File: src/rtl/sample_stream_src_if.sv
`default_nettype none
// ============================================================================
// Module      : sample_stream_src_if
// Description : Data/valid sample stream between a source and its consumer.
// Revision    : 1.0 - initial release
// ============================================================================
interface sample_stream_src_if #(
    parameter int WIDTH = 8
) ();
    logic [WIDTH-1:0] data_out;
    logic             dvalid;

    modport master (output data_out, output dvalid);
    modport slave  (input  data_out, input  dvalid);
endinterface
`default_nettype wire

File: src/rtl/sample_stream_src.sv
`default_nettype none
// ============================================================================
// Module      : sample_stream_src
// Description : Programmable burst/gap sample generator with running sum/count.
// Revision    : 1.0 - initial release
// ============================================================================
module sample_stream_src #(
    parameter int               WIDTH = 8,
    parameter int               CNT_W = 16,
    parameter logic [WIDTH-1:0] SEED  = 8'h01,
    parameter logic [WIDTH-1:0] TAPS  = 8'hB8
) (
    input  logic                     clk,
    input  logic                     rst,
    input  logic                     start,
    input  logic [1:0]               mode,
    input  logic [WIDTH-1:0]         const_val,
    input  logic [CNT_W-1:0]         burst_len,
    input  logic [CNT_W-1:0]         gap_len,
    input  logic [CNT_W-1:0]         num_bursts,
    input  logic                     hold,
    sample_stream_src_if.master      strm,
    output logic                     busy,
    output logic                     done,
    output logic [WIDTH+CNT_W-1:0]   sum_out,
    output logic [CNT_W-1:0]         samp_cnt
);

    localparam logic [WIDTH-1:0] c_seed = (SEED == '0) ? WIDTH'(1) : SEED;
    localparam logic [CNT_W-1:0] c_one  = CNT_W'(1);

    typedef enum logic [1:0] {
        S_IDLE  = 2'd0,
        S_BURST = 2'd1,
        S_GAP   = 2'd2,
        S_FIN   = 2'd3
    } state_t;

    state_t                 r_state;
    state_t                 w_state_next;

    logic [1:0]             r_mode;
    logic [WIDTH-1:0]       r_const;
    logic [CNT_W-1:0]       r_burst_len;
    logic [CNT_W-1:0]       r_gap_len;
    logic [CNT_W-1:0]       r_burst_rem;
    logic [CNT_W-1:0]       r_bursts_rem;
    logic [CNT_W-1:0]       r_gap_rem;
    logic [WIDTH-1:0]       r_lfsr;
    logic [WIDTH-1:0]       r_ramp;
    logic [WIDTH+CNT_W-1:0] r_sum;
    logic [CNT_W-1:0]       r_cnt;

    logic                   w_emit;
    logic                   w_start_ok;
    logic [WIDTH-1:0]       w_sample;

    assign w_emit     = (r_state == S_BURST) && !hold;
    assign w_start_ok = (r_state == S_IDLE) && start;

    always_comb begin
        case (r_mode)
            2'd0:    w_sample = r_lfsr;
            2'd1:    w_sample = r_ramp;
            default: w_sample = r_const;
        endcase
    end

    always_ff @(posedge clk) begin
        if (rst) begin
            r_state <= S_IDLE;
        end else begin
            r_state <= w_state_next;
        end
    end

    always_comb begin
        w_state_next = r_state;
        case (r_state)
            S_IDLE: begin
                // Decide on the live inputs: they are being latched on this same edge.
                if (start) begin
                    if ((burst_len == '0) || (num_bursts == '0)) begin
                        w_state_next = S_FIN;
                    end else begin
                        w_state_next = S_BURST;
                    end
                end
            end
            S_BURST: begin
                if (w_emit && (r_burst_rem == c_one)) begin
                    if (r_bursts_rem == c_one) begin
                        w_state_next = S_FIN;
                    end else if (r_gap_len == '0) begin
                        w_state_next = S_BURST;
                    end else begin
                        w_state_next = S_GAP;
                    end
                end
            end
            S_GAP: begin
                if (!hold && (r_gap_rem == c_one)) begin
                    w_state_next = S_BURST;
                end
            end
            S_FIN:   w_state_next = S_IDLE;
            default: w_state_next = S_IDLE;
        endcase
    end

    always_ff @(posedge clk) begin
        if (rst) begin
            r_mode       <= 2'd0;
            r_const      <= '0;
            r_burst_len  <= '0;
            r_gap_len    <= '0;
            r_burst_rem  <= '0;
            r_bursts_rem <= '0;
            r_gap_rem    <= '0;
            r_lfsr       <= c_seed;
            r_ramp       <= '0;
            r_sum        <= '0;
            r_cnt        <= '0;
        end else if (w_start_ok) begin
            r_mode       <= mode;
            r_const      <= const_val;
            r_burst_len  <= burst_len;
            r_gap_len    <= gap_len;
            r_burst_rem  <= burst_len;
            r_bursts_rem <= num_bursts;
            r_gap_rem    <= gap_len;
            r_lfsr       <= c_seed;
            r_ramp       <= '0;
            r_sum        <= '0;
            r_cnt        <= '0;
        end else begin
            if (w_emit) begin
                r_sum  <= r_sum + {{CNT_W{1'b0}}, w_sample};
                r_cnt  <= r_cnt + c_one;
                r_lfsr <= {r_lfsr[WIDTH-2:0], ^(r_lfsr & TAPS)};
                r_ramp <= r_ramp + WIDTH'(1);
                if (r_burst_rem == c_one) begin
                    r_burst_rem  <= r_burst_len;
                    r_bursts_rem <= r_bursts_rem - c_one;
                    r_gap_rem    <= r_gap_len;
                end else begin
                    r_burst_rem  <= r_burst_rem - c_one;
                end
            end
            if ((r_state == S_GAP) && !hold) begin
                r_gap_rem <= r_gap_rem - c_one;
            end
        end
    end

    // Outputs are gated so an idle or held cycle always presents zero data.
    assign strm.dvalid   = w_emit;
    assign strm.data_out = w_emit ? w_sample : '0;
    assign busy          = (r_state == S_BURST) || (r_state == S_GAP);
    assign done          = (r_state == S_FIN);
    assign sum_out       = r_sum;
    assign samp_cnt      = r_cnt;

endmodule
`default_nettype wire

File: src/flat_wrapper.sv
// flat-port wrapper written by rule: the top's interface ports become plain ports
module sample_stream_src_flat 
#(
    parameter int               WIDTH = 8,
    parameter int               CNT_W = 16,
    parameter logic [WIDTH-1:0] SEED  = 8'h01,
    parameter logic [WIDTH-1:0] TAPS  = 8'hB8
)
  (clk, rst, start, mode, const_val, burst_len, gap_len, num_bursts, hold, busy, done, sum_out, samp_cnt, strm_data_out, strm_dvalid);
  sample_stream_src_if #(.WIDTH(WIDTH)) strm_i ();
  input  logic clk;
  input  logic rst;
  input  logic start;
  input  logic [1:0] mode;
  input  logic [WIDTH-1:0] const_val;
  input  logic [CNT_W-1:0] burst_len;
  input  logic [CNT_W-1:0] gap_len;
  input  logic [CNT_W-1:0] num_bursts;
  input  logic hold;
  output logic busy;
  output logic done;
  output logic [WIDTH+CNT_W-1:0] sum_out;
  output logic [CNT_W-1:0] samp_cnt;
  output wire logic [$bits(strm_i.data_out)-1:0] strm_data_out;
  output wire logic [$bits(strm_i.dvalid)-1:0] strm_dvalid;
  assign strm_data_out = strm_i.data_out;
  assign strm_dvalid = strm_i.dvalid;
  sample_stream_src #(.WIDTH(WIDTH), .CNT_W(CNT_W), .SEED(SEED), .TAPS(TAPS)) u_core (.clk(clk), .rst(rst), .start(start), .mode(mode), .const_val(const_val), .burst_len(burst_len), .gap_len(gap_len), .num_bursts(num_bursts), .hold(hold), .strm(strm_i), .busy(busy), .done(done), .sum_out(sum_out), .samp_cnt(samp_cnt));
endmodule
File: config.mk
export PLATFORM = sky130hd
export DESIGN_NAME = sample_stream_src_flat
export DESIGN_NICKNAME = d
export VERILOG_FILES = /design/src/rtl/sample_stream_src_if.sv /design/src/rtl/sample_stream_src.sv /design/src/flat_wrapper.sv
export SDC_FILE = /design/constraint.sdc
export NUM_CORES = 1
export LEC_CHECK = 0
export ABC_AREA = 1
export CAP_MARGIN = 20
export CORE_AREA = 2 2 157 144
export DETAILED_ROUTE_END_ITERATION = 10
export DIE_AREA = 0 0 159 146
export PLACE_DENSITY = 0.65
export SYNTH_ARGS = -nofsm -noshare
export SYNTH_HDL_FRONTEND = slang
export SYNTH_SLANG_ARGS = --single-unit
File: constraint.sdc
create_clock -name clk -period 5.7 [get_ports clk]
set_input_delay 0.57 -clock clk [delete_from_list [all_inputs] [get_ports clk]]
set_output_delay 0.57 -clock clk [all_outputs]
set_load 0.01 [all_outputs]
==> summary.md <==
| Metric | Value |
|---|---|
| Largest stage delay, worst path | `approximately 0.6 ns` |
| Critical Path Fanout Max | `34` |
| Rows | `approximately 50` |
| Register area | `just under 3000 um^2` |
| Yosys top cell by area | `dfxtp_1` |
| GRT busiest layer | `met2` |
| Multi-input gate area | `roughly 4700 um^2` |
| CTS H-tree lvls | `4` |
| Post-CTS sizing | `0` |
| Hpwl dp | `approximately 16,000 um` |
| DRC errors left | `0` |
| Largest buffer count on any clock path | `2` |
| Sequential area share after synthesis | `0.348` |
| Clk root buf | `clkbuf_16` |
| Sequential Power Share | `0.345` |
| Final #Nets | `1,490` |
| RSZ-0062 raised after global routing | `false` |
| Final wirelength | `approximately 22,000 um` |
| Die area | `23,200 um^2` |
| Worst-path clk slew | `~0.06 ns` |
| Worst Hold Launch | `u_core.r_burst_len[7]` |
| Outcome | `completed` |
| # hold bufs at CTS | `0` |
| Met1 global-route usage | `0.265` |
| Pwr Density | `342 nW/um^2` |
| Die H | `approximately 150 um` |
| I/O pins | `113` |
| WL/cell | `~13 um` |
| Setup crit end kind | `output port` |
| Gr usage total | `0.194` |
| Mapped Cells | `between 1,000 and 1,500` |
| Slew HR | `0.311` |
| Worst Max-Slew Pin Slew | `about 1.0 ns` |
| Mean Syn Cell Area | `6.45 um^2` |
| CTS Sinks | `148` |
| RR Startpoint | `u_core.r_mode[0]` |
| # diodes | `0` |
| Lkg Pwr | `between 4 and 5 nW` |
| CTS Buf Count | `17` |
| Antenna violations before repair | `0` |
| Final setup viols | `0` |
| Switching fraction of total power | `0.344` |
| Mapped Area | `8500 um^2` |
| Sw Pwr | `0.00123 W` |
| Area contributors post-synth | `dfxtp_1 35%, nand2_1 13%, nor2_1 9.8%` |
| Worst Skew | `0.0102 ns` |
| TritonRoute pass-1 iters | `5` |
| Ys async rst share | `0` |
| Initial drt markers | `around 630` |
| Final Power | `~0.0036 W` |
| Final Hold Viols | `0` |
| Crit path buf inv count | `2` |
| Met2 usage | `0.315` |
| WP data arrival | `about 2.5 ns` |
| Initial Utilization | `0.397` |
| Layout area overhead | `22.8%` |
| Fmax | `around 0.32 GHz` |
| Core area | `21,400 um^2` |
| Worst reg-to-reg setup slack | `between 2 and 3 ns` |
| Post-synthesis register bit count | `around 150` |
| Post-Syn Nets | `1,402` |
| VDD IR max | `slightly below 200 uV` |
| Final Util | `0.487` |
| Non-filler cells, final | `between 1,500 and 2,000` |
| Critical Path RT | `5.13 ns` |
| Layout cells sized above 1 | `0.0521` |
| CP Launch Point | `u_core.r_state[1]` |
| HP Class | `reg -> reg` |
| Most frequent cells after synthesis | `296 x nand2_1, 223 x nor2_1, 148 x dfxtp_1, 145 x inv_1, 105 x a21oi_1` |
| Count of cell types in the netlist | `48` |
| Layout fillers | `roughly 2,300` |
| Max-Cap Viols | `0` |
| CP Cell Sequence | `inv_1, ha_1, nand2_4, nor4_1, clkdlybuf4s50_1` |
| Vias in the first global route | `~7,800` |
| Ys Warns | `0` |
| Fin Setup TNS | `0 ns` |
| Share of the synthesized area in the top cell type | `0.348` |
| First-pass GRT wire length | `roughly 38,000 um` |
| Post-DRT Antenna Nets | `0` |
| Remaining Overflow, GRT | `0` |
| Final period utilization | `0.543` |
| Largest net degree at the start of global routing | `65` |
| WS Path Type | `reg -> out` |
| Clk pwr share | `0.357` |
| Main synth FF type | `dfxtp_1` |
| Crit path max-delay cell type | `clkdlybuf4s50_1` |
| Crit path max-delay family | `buffers and inverters` |
| Dpl cells | `around 1,700` |
| Int Pwr | `approximately 0.0023 W` |
| DR vias/cell | `roughly 5.0` |
| Tmin final | `between 3 and 4 ns` |
| Via Count | `around 8,500` |
| Startpoint types | `flip-flop` |
| CTS tree | `yes` |
| Post-CTS Setup Inserts | `0` |
| Max-slew violations | `0` |
| Most numerous cell in the Yosys netlist | `nand2_1` |
| RePlAce Congestion | `just under 0.9` |
| Skew-Pair Late Insertion Delay | `0.43 ns` |
| Port Buffers | `roughly 110` |
| Met3 Usage GRT | `0.0331` |
| Comb pwr share | `0.298` |
| EDFF count, synth | `0` |
| Die X | `roughly 160 um` |
[cell usage in the layout (no fill, tap or decap), drive strengths merged, types with 2 or more instances in the layout]
master         instances
nand4                 15
nor4                   9
clkinv                 6
xor2                  14
xnor2                 12
o21ai                 95
dfxtp                148
nand3b                 2
o22ai                 12
nor2                 237
a31oi                 11
o21a                   2
or2                    3
ha                    21
inv                  150
o31ai                  2
clkinvlp               2
buf                    5
nand2                304
a21o                   4
nor3b                  4
clkbuf                19
o211ai                 7
a21oi                108
bufinv                 6
nand3                 82
clkdlybuf4s50        111
nor3                  22
[power groups by stage]
stage	logic, W	registers, W	clock network [W]
global route	0.00122	0.00125	0.00134
CTS	0.00107	0.00123	0.00130
finish	0.00106	0.00123	0.00128
floorplan	0.000810	0.00123	0
detailed placement	0.00106	0.00125	0
global placement	0.00105	0.00125	0
[logic make-up after synthesis]
| group | synth area share |
|---|---|
| AOI/OAI and AO/OA | 0.156 |
| xor gates and xnor gates | 0.0268 |
| adders and majority gates | 0.0333 |
| buffers and inverters | 0.0940 |
| DFF | 0.348 |
| and+or+nand+nor | 0.342 |
[per-stage QoR]
| step | cell area (um^2) | hold WS [ns] | setup slack, ns |
|---|---|---|---|
| floorplan | 8500 | 0.442 | 3.36 |
| global placement | 9780 | 0.450 | 2.63 |
| detailed placement | 9780 | 0.452 | 2.61 |
| CTS | 10400 | 0.462 | 2.65 |
| global route | 10400 | 0.478 | 2.52 |
| finish | 10400 | 0.464 | 2.60 |
[tightest hold or removal path: cells and delay by family, from the launching register on]
| family | cells | cell delay (ns) |
|---|---|---|
| flops | 1 | 0.30 |
| simple gates | 1 | 0.06 |
| compound gates | 1 | 0.06 |
[layer usage]
| layer | vias to the layer above | part of all wire |
|---|---|---|
| met4 | 0 | 0.014 |
| met3 | 25 | 0.053 |
| met5 | - | 0 |
| li1 | 4448 | - |
| met2 | 216 | 0.44 |
| met1 | 3851 | 0.49 |
[sequential cells by signal, indices dropped and copies added (netlist names), 16 cells and up]
signal / count
u_core.r_gap_len: 16
u_core.r_bursts_rem: 16
u_core.samp_cnt: 16
u_core.r_burst_len: 16
u_core.r_burst_rem: 16
u_core.sum_out: 24
u_core.r_gap_rem: 16
[area by class of cell]
class                   instances  share of cell area
inverters                     151              0.0543
clock buffers                  19              0.0415
flip-flops and latches        148               0.284
well taps                     291              0.0349
repair buffers                116               0.110
clock inverters                13              0.0222
multi-input cells             972               0.454
[worst paths after layout]
kind / to / depth (start not counted)
min reg2reg: u_core.r_burst_len[7] / 2
max: strm_data_out[6] / 5
max reg2reg: u_core.sum_out[12] / 15
min: u_core.r_burst_len[7] / 2
(Power assumes the default switching activity.)
